### config.mk
export PLATFORM = sky130hd
export DESIGN_NAME = score_display
export DESIGN_NICKNAME = d
export VERILOG_FILES = /design/src/rtl/score_pkg.sv /design/src/rtl/score_display_seg7_dec.sv /design/src/rtl/score_display.sv
export SDC_FILE = /design/constraint.sdc
export NUM_CORES = 1
export LEC_CHECK = 0
export ABC_AREA = 1
export CAP_MARGIN = 20
export CELL_PAD_IN_SITES_DETAIL_PLACEMENT = 0
export CELL_PAD_IN_SITES_GLOBAL_PLACEMENT = 2
export CORE_MARGIN = 1
export CORE_UTILIZATION = 36
export DETAILED_ROUTE_END_ITERATION = 10
export PLACE_DENSITY = 0.92
export SLEW_MARGIN = 20
export SYNTH_ARGS = -nofsm -noshare
export SYNTH_HDL_FRONTEND = slang
export SYNTH_HIERARCHICAL = 1
export SYNTH_SLANG_ARGS = --single-unit
### constraint.sdc
create_clock -name clk_i -period 2.9 [get_ports clk_i]
set_input_delay 0.435 -clock clk_i [delete_from_list [all_inputs] [get_ports clk_i]]
set_output_delay 0.435 -clock clk_i [all_outputs]
set_load 0.01 [all_outputs]
### src/rtl/score_pkg.sv
// Shared definitions for the score display: FSM encoding, segment patterns,
// default parameter values and the double-dabble step helper.
// Latency: n/a (definitions only). Backpressure: n/a.
package score_pkg;

  localparam int BW_DEF             = 7;
  localparam int REFRESH_CYCLES_DEF = 1000;
  localparam int BLANK_LZ_DEF       = 1;

  typedef enum logic [1:0] {
    ST_IDLE   = 2'd0,
    ST_SHIFT  = 2'd1,
    ST_UPDATE = 2'd2
  } state_t;

  // Segments a..g on bits 0..6, active-high.
  localparam logic [6:0] SEG_0     = 7'b0111111;
  localparam logic [6:0] SEG_1     = 7'b0000110;
  localparam logic [6:0] SEG_2     = 7'b1011011;
  localparam logic [6:0] SEG_3     = 7'b1001111;
  localparam logic [6:0] SEG_4     = 7'b1100110;
  localparam logic [6:0] SEG_5     = 7'b1101101;
  localparam logic [6:0] SEG_6     = 7'b1111101;
  localparam logic [6:0] SEG_7     = 7'b0000111;
  localparam logic [6:0] SEG_8     = 7'b1111111;
  localparam logic [6:0] SEG_9     = 7'b1101111;
  localparam logic [6:0] SEG_DASH  = 7'b1000000;
  localparam logic [6:0] SEG_BLANK = 7'b0000000;

  // One double-dabble step on a two-digit accumulator: correct any nibble
  // >= 5 by adding 3, then shift left taking the next binary bit in.
  // Overflow past the tens digit only happens for inputs > 99, whose
  // result is discarded anyway.
  function automatic logic [7:0] dd_step(input logic [7:0] acc, input logic bit_in);
    logic [7:0] adj;
    adj = acc;
    if (adj[3:0] >= 4'd5) adj[3:0] = adj[3:0] + 4'd3;
    if (adj[7:4] >= 4'd5) adj[7:4] = adj[7:4] + 4'd3;
    return {adj[6:0], bit_in};
  endfunction

endpackage

### src/rtl/score_display_seg7_dec.sv
// BCD digit to 7-segment decoder; non-decimal codes decode to blank.
// Latency: combinational. Backpressure: none.
// Ports: i_bcd (4-bit digit) -> o_seg (segments a..g on bits 0..6).
module seg7_dec
  import score_pkg::*;
(
  input  logic [3:0] i_bcd,
  output logic [6:0] o_seg
);

  always_comb begin
    o_seg = SEG_BLANK;
    case (i_bcd)
      4'd0: o_seg = SEG_0;
      4'd1: o_seg = SEG_1;
      4'd2: o_seg = SEG_2;
      4'd3: o_seg = SEG_3;
      4'd4: o_seg = SEG_4;
      4'd5: o_seg = SEG_5;
      4'd6: o_seg = SEG_6;
      4'd7: o_seg = SEG_7;
      4'd8: o_seg = SEG_8;
      4'd9: o_seg = SEG_9;
      default: o_seg = SEG_BLANK;
    endcase
  end

endmodule

### src/rtl/score_display.sv
// Converts a binary score to two BCD digits (serial double-dabble) and
// drives a multiplexed two-digit 7-segment display.
// Latency: bcd_o/err_o update BW+1 edges after the sampling edge.
// Backpressure: none; input changes while busy_o is high are picked up
// by the idle compare once the current conversion finishes.
// Ports: clk_i, rst_n_i (async, active-low), counter_val_i (binary score),
//        bcd_o (tens/ones), err_o (score > 99), busy_o, seg_o, dig_sel_o.
module score_display
  import score_pkg::*;
#(
  parameter int BW             = BW_DEF,
  parameter int REFRESH_CYCLES = REFRESH_CYCLES_DEF,
  parameter int BLANK_LZ       = BLANK_LZ_DEF
) (
  input  logic          clk_i,
  input  logic          rst_n_i,
  input  logic [BW-1:0] counter_val_i,
  output logic [7:0]    bcd_o,
  output logic          err_o,
  output logic          busy_o,
  output logic [6:0]    seg_o,
  output logic [1:0]    dig_sel_o
);

  localparam int CW = $clog2(BW + 1);
  localparam int RW = $clog2(REFRESH_CYCLES);

  state_t          r_state;
  state_t          w_state_nxt;

  logic [BW-1:0]   r_val;      // value under conversion
  logic [BW-1:0]   r_sh;       // binary bits still to be shifted in
  logic [7:0]      r_acc;      // BCD accumulator
  logic [CW-1:0]   r_cnt;      // shift steps completed
  logic [BW-1:0]   r_last;     // last converted value
  logic [7:0]      r_bcd;
  logic            r_err;
  logic [RW-1:0]   r_ref;
  logic [1:0]      r_dig_sel;

  logic            w_diff;
  logic            w_start;
  logic            w_step;
  logic            w_update;
  logic            w_busy;
  logic            w_over;
  logic [3:0]      w_digit;
  logic [6:0]      w_seg_dec;

  assign w_diff = (counter_val_i != r_last);
  assign w_over = (32'(r_val) > 32'd99);

  // FSM: state register
  always_ff @(posedge clk_i or negedge rst_n_i) begin
    if (!rst_n_i) r_state <= ST_IDLE;
    else          r_state <= w_state_nxt;
  end

  // FSM: next state
  always_comb begin
    w_state_nxt = r_state;
    case (r_state)
      ST_IDLE:   if (w_diff) w_state_nxt = ST_SHIFT;
      ST_SHIFT:  if (r_cnt == CW'(BW - 1)) w_state_nxt = ST_UPDATE;
      ST_UPDATE: w_state_nxt = ST_IDLE;
      default:   w_state_nxt = ST_IDLE;
    endcase
  end

  // FSM: outputs / datapath strobes
  always_comb begin
    w_start  = 1'b0;
    w_step   = 1'b0;
    w_update = 1'b0;
    w_busy   = 1'b0;
    case (r_state)
      ST_IDLE:   w_start = w_diff;
      ST_SHIFT:  begin w_step = 1'b1; w_busy = 1'b1; end
      ST_UPDATE: begin w_update = 1'b1; w_busy = 1'b1; end
      default:   ;
    endcase
  end

  // Conversion datapath. Results only land in r_bcd/r_err/r_last on the
  // UPDATE edge, so a reset mid-conversion leaves no partial result.
  always_ff @(posedge clk_i or negedge rst_n_i) begin
    if (!rst_n_i) begin
      r_val  <= '0;
      r_sh   <= '0;
      r_acc  <= '0;
      r_cnt  <= '0;
      r_last <= '0;
      r_bcd  <= 8'h00;
      r_err  <= 1'b0;
    end else begin
      if (w_start) begin
        r_val <= counter_val_i;
        r_sh  <= counter_val_i;
        r_acc <= '0;
        r_cnt <= '0;
      end
      if (w_step) begin
        r_acc <= dd_step(r_acc, r_sh[BW-1]);
        r_sh  <= r_sh << 1;
        r_cnt <= r_cnt + 1'b1;
      end
      if (w_update) begin
        r_last <= r_val;
        if (w_over) begin
          r_err <= 1'b1;           // keep the last good score on bcd_o
        end else begin
          r_err <= 1'b0;
          r_bcd <= r_acc;
        end
      end
    end
  end

  // Free-running digit refresh: each digit stays selected REFRESH_CYCLES.
  always_ff @(posedge clk_i or negedge rst_n_i) begin
    if (!rst_n_i) begin
      r_ref     <= '0;
      r_dig_sel <= 2'b01;
    end else if (r_ref == RW'(REFRESH_CYCLES - 1)) begin
      r_ref     <= '0;
      r_dig_sel <= ~r_dig_sel;
    end else begin
      r_ref     <= r_ref + 1'b1;
    end
  end

  assign w_digit = r_dig_sel[1] ? r_bcd[7:4] : r_bcd[3:0];

  seg7_dec u_seg7_dec (
    .i_bcd (w_digit),
    .o_seg (w_seg_dec)
  );

  // Segment output is built from registered state only.
  always_comb begin
    seg_o = w_seg_dec;
    if (r_err)
      seg_o = SEG_DASH;
    else if ((BLANK_LZ != 0) && r_dig_sel[1] && (r_bcd[7:4] == 4'd0))
      seg_o = SEG_BLANK;
  end

  assign bcd_o     = r_bcd;
  assign err_o     = r_err;
  assign busy_o    = w_busy;
  assign dig_sel_o = r_dig_sel;

endmodule

# Yosys cells after proc, flatten, opt, wreduce, memory -nomap -nowiden
# Memories as Yosys holds them, arrays and structs flattened.
# Index checks and enable logic that the tools add are counted.
# totals
register_bits	55
romBits	112
in_bits	9
out_inout_bits	19
wordCells	54
mem_count	1
# mem_list
memory	depth	width	read_ports	rd_ports_with_merged_regs	wr	line_no	text
(name not given)	16	7	1	0	0	score_display_seg7_dec.sv:13	case (i_bcd)
# op_classes
add_sub_neg	4
magnitude_cmp	3
eq_ne	7
mux	20
bitwise_logic	2
n_reduce_logical	7
# ops
op	n
two-way mux 7 bit	4
two-way mux 8 bit	2
adder 10 x 1 -> 10 bit (second input constant)	1
equality test 10 bit (second input constant)	1
two-way mux 10 bit	1
two-way mux 3 bit	3
greater-or-equal comparator 4 x 3 -> 1 bit (second input constant)	2
two-way mux 4 bit	2
greater-than comparator 7 bit (second input constant)	1
!= test 7 bit	1
two-way mux 1 bit	5
adder 4 x 2 -> 4 bit (second input constant)	1
logical NOT 4 bit	1
two-way mux 2 bit	2
!= test 2 bit (second input constant)	2
one-hot mux 2 bit (2 select lines)	1
AND reduction 2 bit	2
adder 3 x 1 -> 3 bit (second input constant)	1
adder 3 x 2 -> 3 bit (second input constant)	1
equality test 3 bit (second input constant)	1
equality test 2 x 1 -> 1 bit (second input constant)	1
equality test 2 bit (second input constant)	1
logical NOT 2 bit	1
inverter 2 bit	1
other kinds (4)	4

# Depth between registers and ports, before layout
# logic_depth
ltp_word	4
depth_mapped	12
mapped_depth_nobuf	12

# By module
# The synthesis kept the hierarchy.
# by_module_without_submodules
mod	n_inst	cells_each	area_each_um2	seq_area_each_um2
score_display	1	357	2831.5	1377.6
seg7_dec	1	39	210.2	0.0

# Least setup slack after synthesis
# OpenSTA, ideal clock, no wires.
# synth_path
path_type	reg-to-output
startpoint	reg r_dig_sel[1], in the netlist dig_sel_o[1]
endpoint	out seg_o[3]
t_arrival_ns	1.524
required_time_ns	2.465
setup_slack_ns	0.941
stages_incl_launch_ff	12
path_buffers	0
cell_sequence	dfrtp_1 -> inv_1 -> nand2_1 -> nand2_1 -> inv_1 -> ha_1 -> nand2_1 -> nand2_1 -> nand2_1 -> nand2_1 -> inv_1 -> nor2_1
# synth_via
elab_chain_len	4
elab_cells_between_ends	5
cone_classes	mux (3); reduce/logical (1); memory (1)
# synth_rtl
item	line_no	text
from (decl)	score_display.sv:39	logic [1:0] r_dig_sel;
from (signal assigned)	score_display.sv:126	r_dig_sel <= ~r_dig_sel;
two-way mux 4 bit	score_display.sv:132	assign w_digit = r_dig_sel[1] ? r_bcd[7:4] : r_bcd[3:0];
via w_digit[1]	score_display.sv:47	logic [3:0] w_digit;
memory (16 x 7 bit)	-	
via w_seg_dec[3]	score_display.sv:48	logic [6:0] w_seg_dec;
two-way mux 7 bit	score_display.sv:144	else if ((BLANK_LZ != 0) && r_dig_sel[1] && (r_bcd[7:4] == 4'd0))
two-way mux 7 bit	score_display.sv:142	if (r_err)
to (decl)	score_display.sv:21	output logic [6:0] seg_o,
# The timed path passes the listed nets, and every way through them passes these cells.

# Worst setup path after layout
# layout_path
startpoint	reg r_dig_sel[1], in the netlist dig_sel_o[1]
endpoint	out seg_o[0]
# Same word-level chain as after synthesis.

==> results.sh <==
export IMPL_status="finished clean"
export IMPL_grt_pass1_wl_mm=10.8
export IMPL_wl_per_cell_um=11.4
export IMPL_antenna_found_initial=0
export IMPL_avgSynthCellArea_um2=7.68
export IMPL_critPathRequiredTime_ns=2.47
export IMPL_drt_drc_violations_left=0
export IMPL_cts_root_buf="clkbuf_8"
export IMPL_async_reset_ff_frac=1.00
export IMPL_syn_nets=422
export IMPL_startpoint_type="flip-flop"
export IMPL_gp_congestion=0.746
export IMPL_fin_util=0.429
export IMPL_seq_area_mm2=0.00138
export IMPL_cts_buffers=5
export IMPL_tightestPinTransition_ns=0.510
export IMPL_critPathCaptureType="primary output"
export IMPL_htreeDepth=2
export IMPL_gr_usage_all_layers=0.154
export IMPL_layout_nets=454
export IMPL_cts_hold_buf=0
export IMPL_synth_warnings=6
export IMPL_setup_viol=0
export IMPL_relSlewSlack=0.660
export IMPL_synth_compound_area_share=0.0868
export IMPL_clk_latency_ns=0.30
export IMPL_fin_skew_ns=0.00925
export IMPL_clk_pin_slew_ns=0.10
export IMPL_io_pins=28
export IMPL_chipHeight_um=93.9
export IMPL_vdd_drop_max_mv=0.588
export IMPL_first_iter_violations=128
export IMPL_die_w_um=93.9
export IMPL_area_growth_pct=15.8
export IMPL_min_period_ns=2.67
export IMPL_n_antenna_cell=0
export IMPL_multiInputGateArea_mm2=0.00137
export IMPL_setup_tns_ns=0
export IMPL_firstDrtPassIters=4
export IMPL_maxCapViolations=0
export IMPL_synthCells=396
export IMPL_portBuffers=27
export IMPL_rsz0062_at_grt="no"
export IMPL_grt_max_degree=24
export IMPL_die_area_mm2=0.00882
export IMPL_synth_top_family_by_area="simple AND/OR/NAND/NOR gates"
export IMPL_avgViaCountPerCell=4.55
export IMPL_cts_tree="yes"
export IMPL_clock_sinks=55
export IMPL_syn_area_mm2=0.00304
export IMPL_cp_arrival_ns=2.24
export IMPL_finalHoldViolations=0
export IMPL_start_util=0.370
export IMPL_ys_seq_area_frac=0.453
export IMPL_dp_cells=525
export IMPL_yosys_area_share_simple=0.276
export IMPL_synth_mux_area_frac=0
export IMPL_cellPowerDensity_mw_per_mm2=895
export IMPL_final_common_cell="nand2_1"
export IMPL_detail_route_wirelength_mm=6.09
export IMPL_cp_max_fo=4
export IMPL_synth_fa_ha_area_frac=0.0699
export IMPL_fmax_mhz=374
export IMPL_cts_max_path_buffers=2
export IMPL_final_cell_mix="nand2_1, inv_1, dfrtp_1"
export IMPL_period_share=0.922
export IMPL_layout_cells_non_filler=534
export IMPL_path_class="reg -> out"
export IMPL_coreArea_mm2=0.00822
export IMPL_drtAntennaViolNets=0
export IMPL_rows=33
export IMPL_final_max_slew_viol_count=0
export IMPL_synth_xor_area_frac=0.0173
export IMPL_hold_class="in -> async"
export IMPL_yosysUniqueCellTypes=28
export IMPL_drive_gt1_frac=0.0746
export IMPL_vias=2432
export IMPL_dp_hpwl_mm=4.46
export IMPL_p_leak_nw=1.85
export IMPL_synthFlopType="dfrtp_1"
export IMPL_synth_edf_count=0
export IMPL_grt_overflow=0
export IMPL_synth_seq_cells=55
export IMPL_fill_cells=864
export IMPL_grt_pass1_vias=2400
## layout make-up
type,instances,area share
Inverter,61,0.0650
Multi-Input combinational cell,270,0.390
Timing Repair Buffer,35,0.0938
Sequential cell,55,0.391
Tap cell,105,0.0373
Clock inverter,1,0.00142
Clock buffer,7,0.0217
## routing by layer
layer / routed length [um] / global-route usage / vias to the layer above
met4: 28 / 0.0410 / 0
met1: 3030 / 0.195 / 1122
met2: 2890 / 0.266 / 22
li1: - / - / 1286
met3: 142 / 0.0291 / 2
met5: 0 / 0 / -
## repair_timing
action / CTS / global route
endpoints found under the setup margin: 0 / 5
setup buffers: 0 / 1
resized for setup: 0 / 4
## through the flow
stage	hold WS, ns	power (mW)	setup slack, ns	area [um^2]
after floorplan	0.139	2.24	0.941	3040
after global placement	0.444	2.75	0.459	3430
after detailed placement	0.443	2.78	0.379	3430
after CTS	0.109	3.21	0.0427	3510
after global routing	0.125	3.50	0.00604	3520
final	0.0877	3.16	0.226	3520
## final timing paths
path	start	end	slack [ns]	cells after the start
max reg2reg	r_state[1]$_DFFE_PN0P_	r_sh[5]$_DFFE_PN0P_	1.10	8
max in group asynchronous	rst_n_i	r_sh[3]$_DFFE_PN0P_	2.18	2
min in group clk_i	r_sh[6]$_DFFE_PN0P_	r_acc[0]$_DFFE_PN0P_	0.49	2
min	rst_n_i	r_ref[5]$_DFF_PN0_	0.09	1
max	dig_sel_o[1]$_DFFE_PN0N_	seg_o[0]	0.23	13
min reg2reg	r_sh[6]$_DFFE_PN0P_	r_acc[0]$_DFFE_PN0P_	0.49	2
## report_power, final
part	switching (mW)	internal [mW]
clock	0.244	0.171
sequential	0.165	0.993
combinational	0.911	0.671
total	1.32	1.83
## synth_stat cells, types with 3 or more instances
master    number  area share
nand3_1       26       0.043
nor3_1         3      0.0049
clkbuf_1       3      0.0037
or2_2          3      0.0062
inv_1         57       0.070
nor4_1         3      0.0062
a21oi_1       10       0.016
nor2_1        21       0.026
dfrtp_1       54        0.44
xor2_1         3      0.0086
nand2_1      133        0.16
inv_2          3      0.0037
xnor2_1        3      0.0086
ha_1          17       0.070
o21ai_1        4      0.0066
nand2_2        3      0.0062
buf_2          4      0.0066
o21ai_0       32       0.053
buf_6          3       0.011
## worst max-delay path, cell delays in order, from the launching register on
cell             delay [ns]
dfrtp_2                0.43
inv_1                  0.12
nand2_1                0.06
nand2_1                0.12
inv_1                  0.11
ha_1                   0.20
inv_1                  0.05
nand2_1                0.04
nand2_1                0.06
nand2_1                0.04
nand2_1                0.05
inv_1                  0.04
nor2_1                 0.09
clkdlybuf4s50_1        0.53
## state kept, by name, indices dropped and copies added (netlist names)
register   count
r_state        2
r_ref         10
r_val          7
err_o          1
r_acc          8
r_cnt          3
bcd_o          8
dig_sel_o      2
r_sh           7
r_last         7
## logic make-up (layout without fill, tap and decap cells)
group	count (synthesis)	after routing
xor gates and xnor gates	6	6
and+or+nand+nor	198	198
DFF	55	55
buffers and inverters	71	104
AOI/OAI and AO/OA	49	49
adders and majority gates	17	17
(Power assumes the default switching activity.)
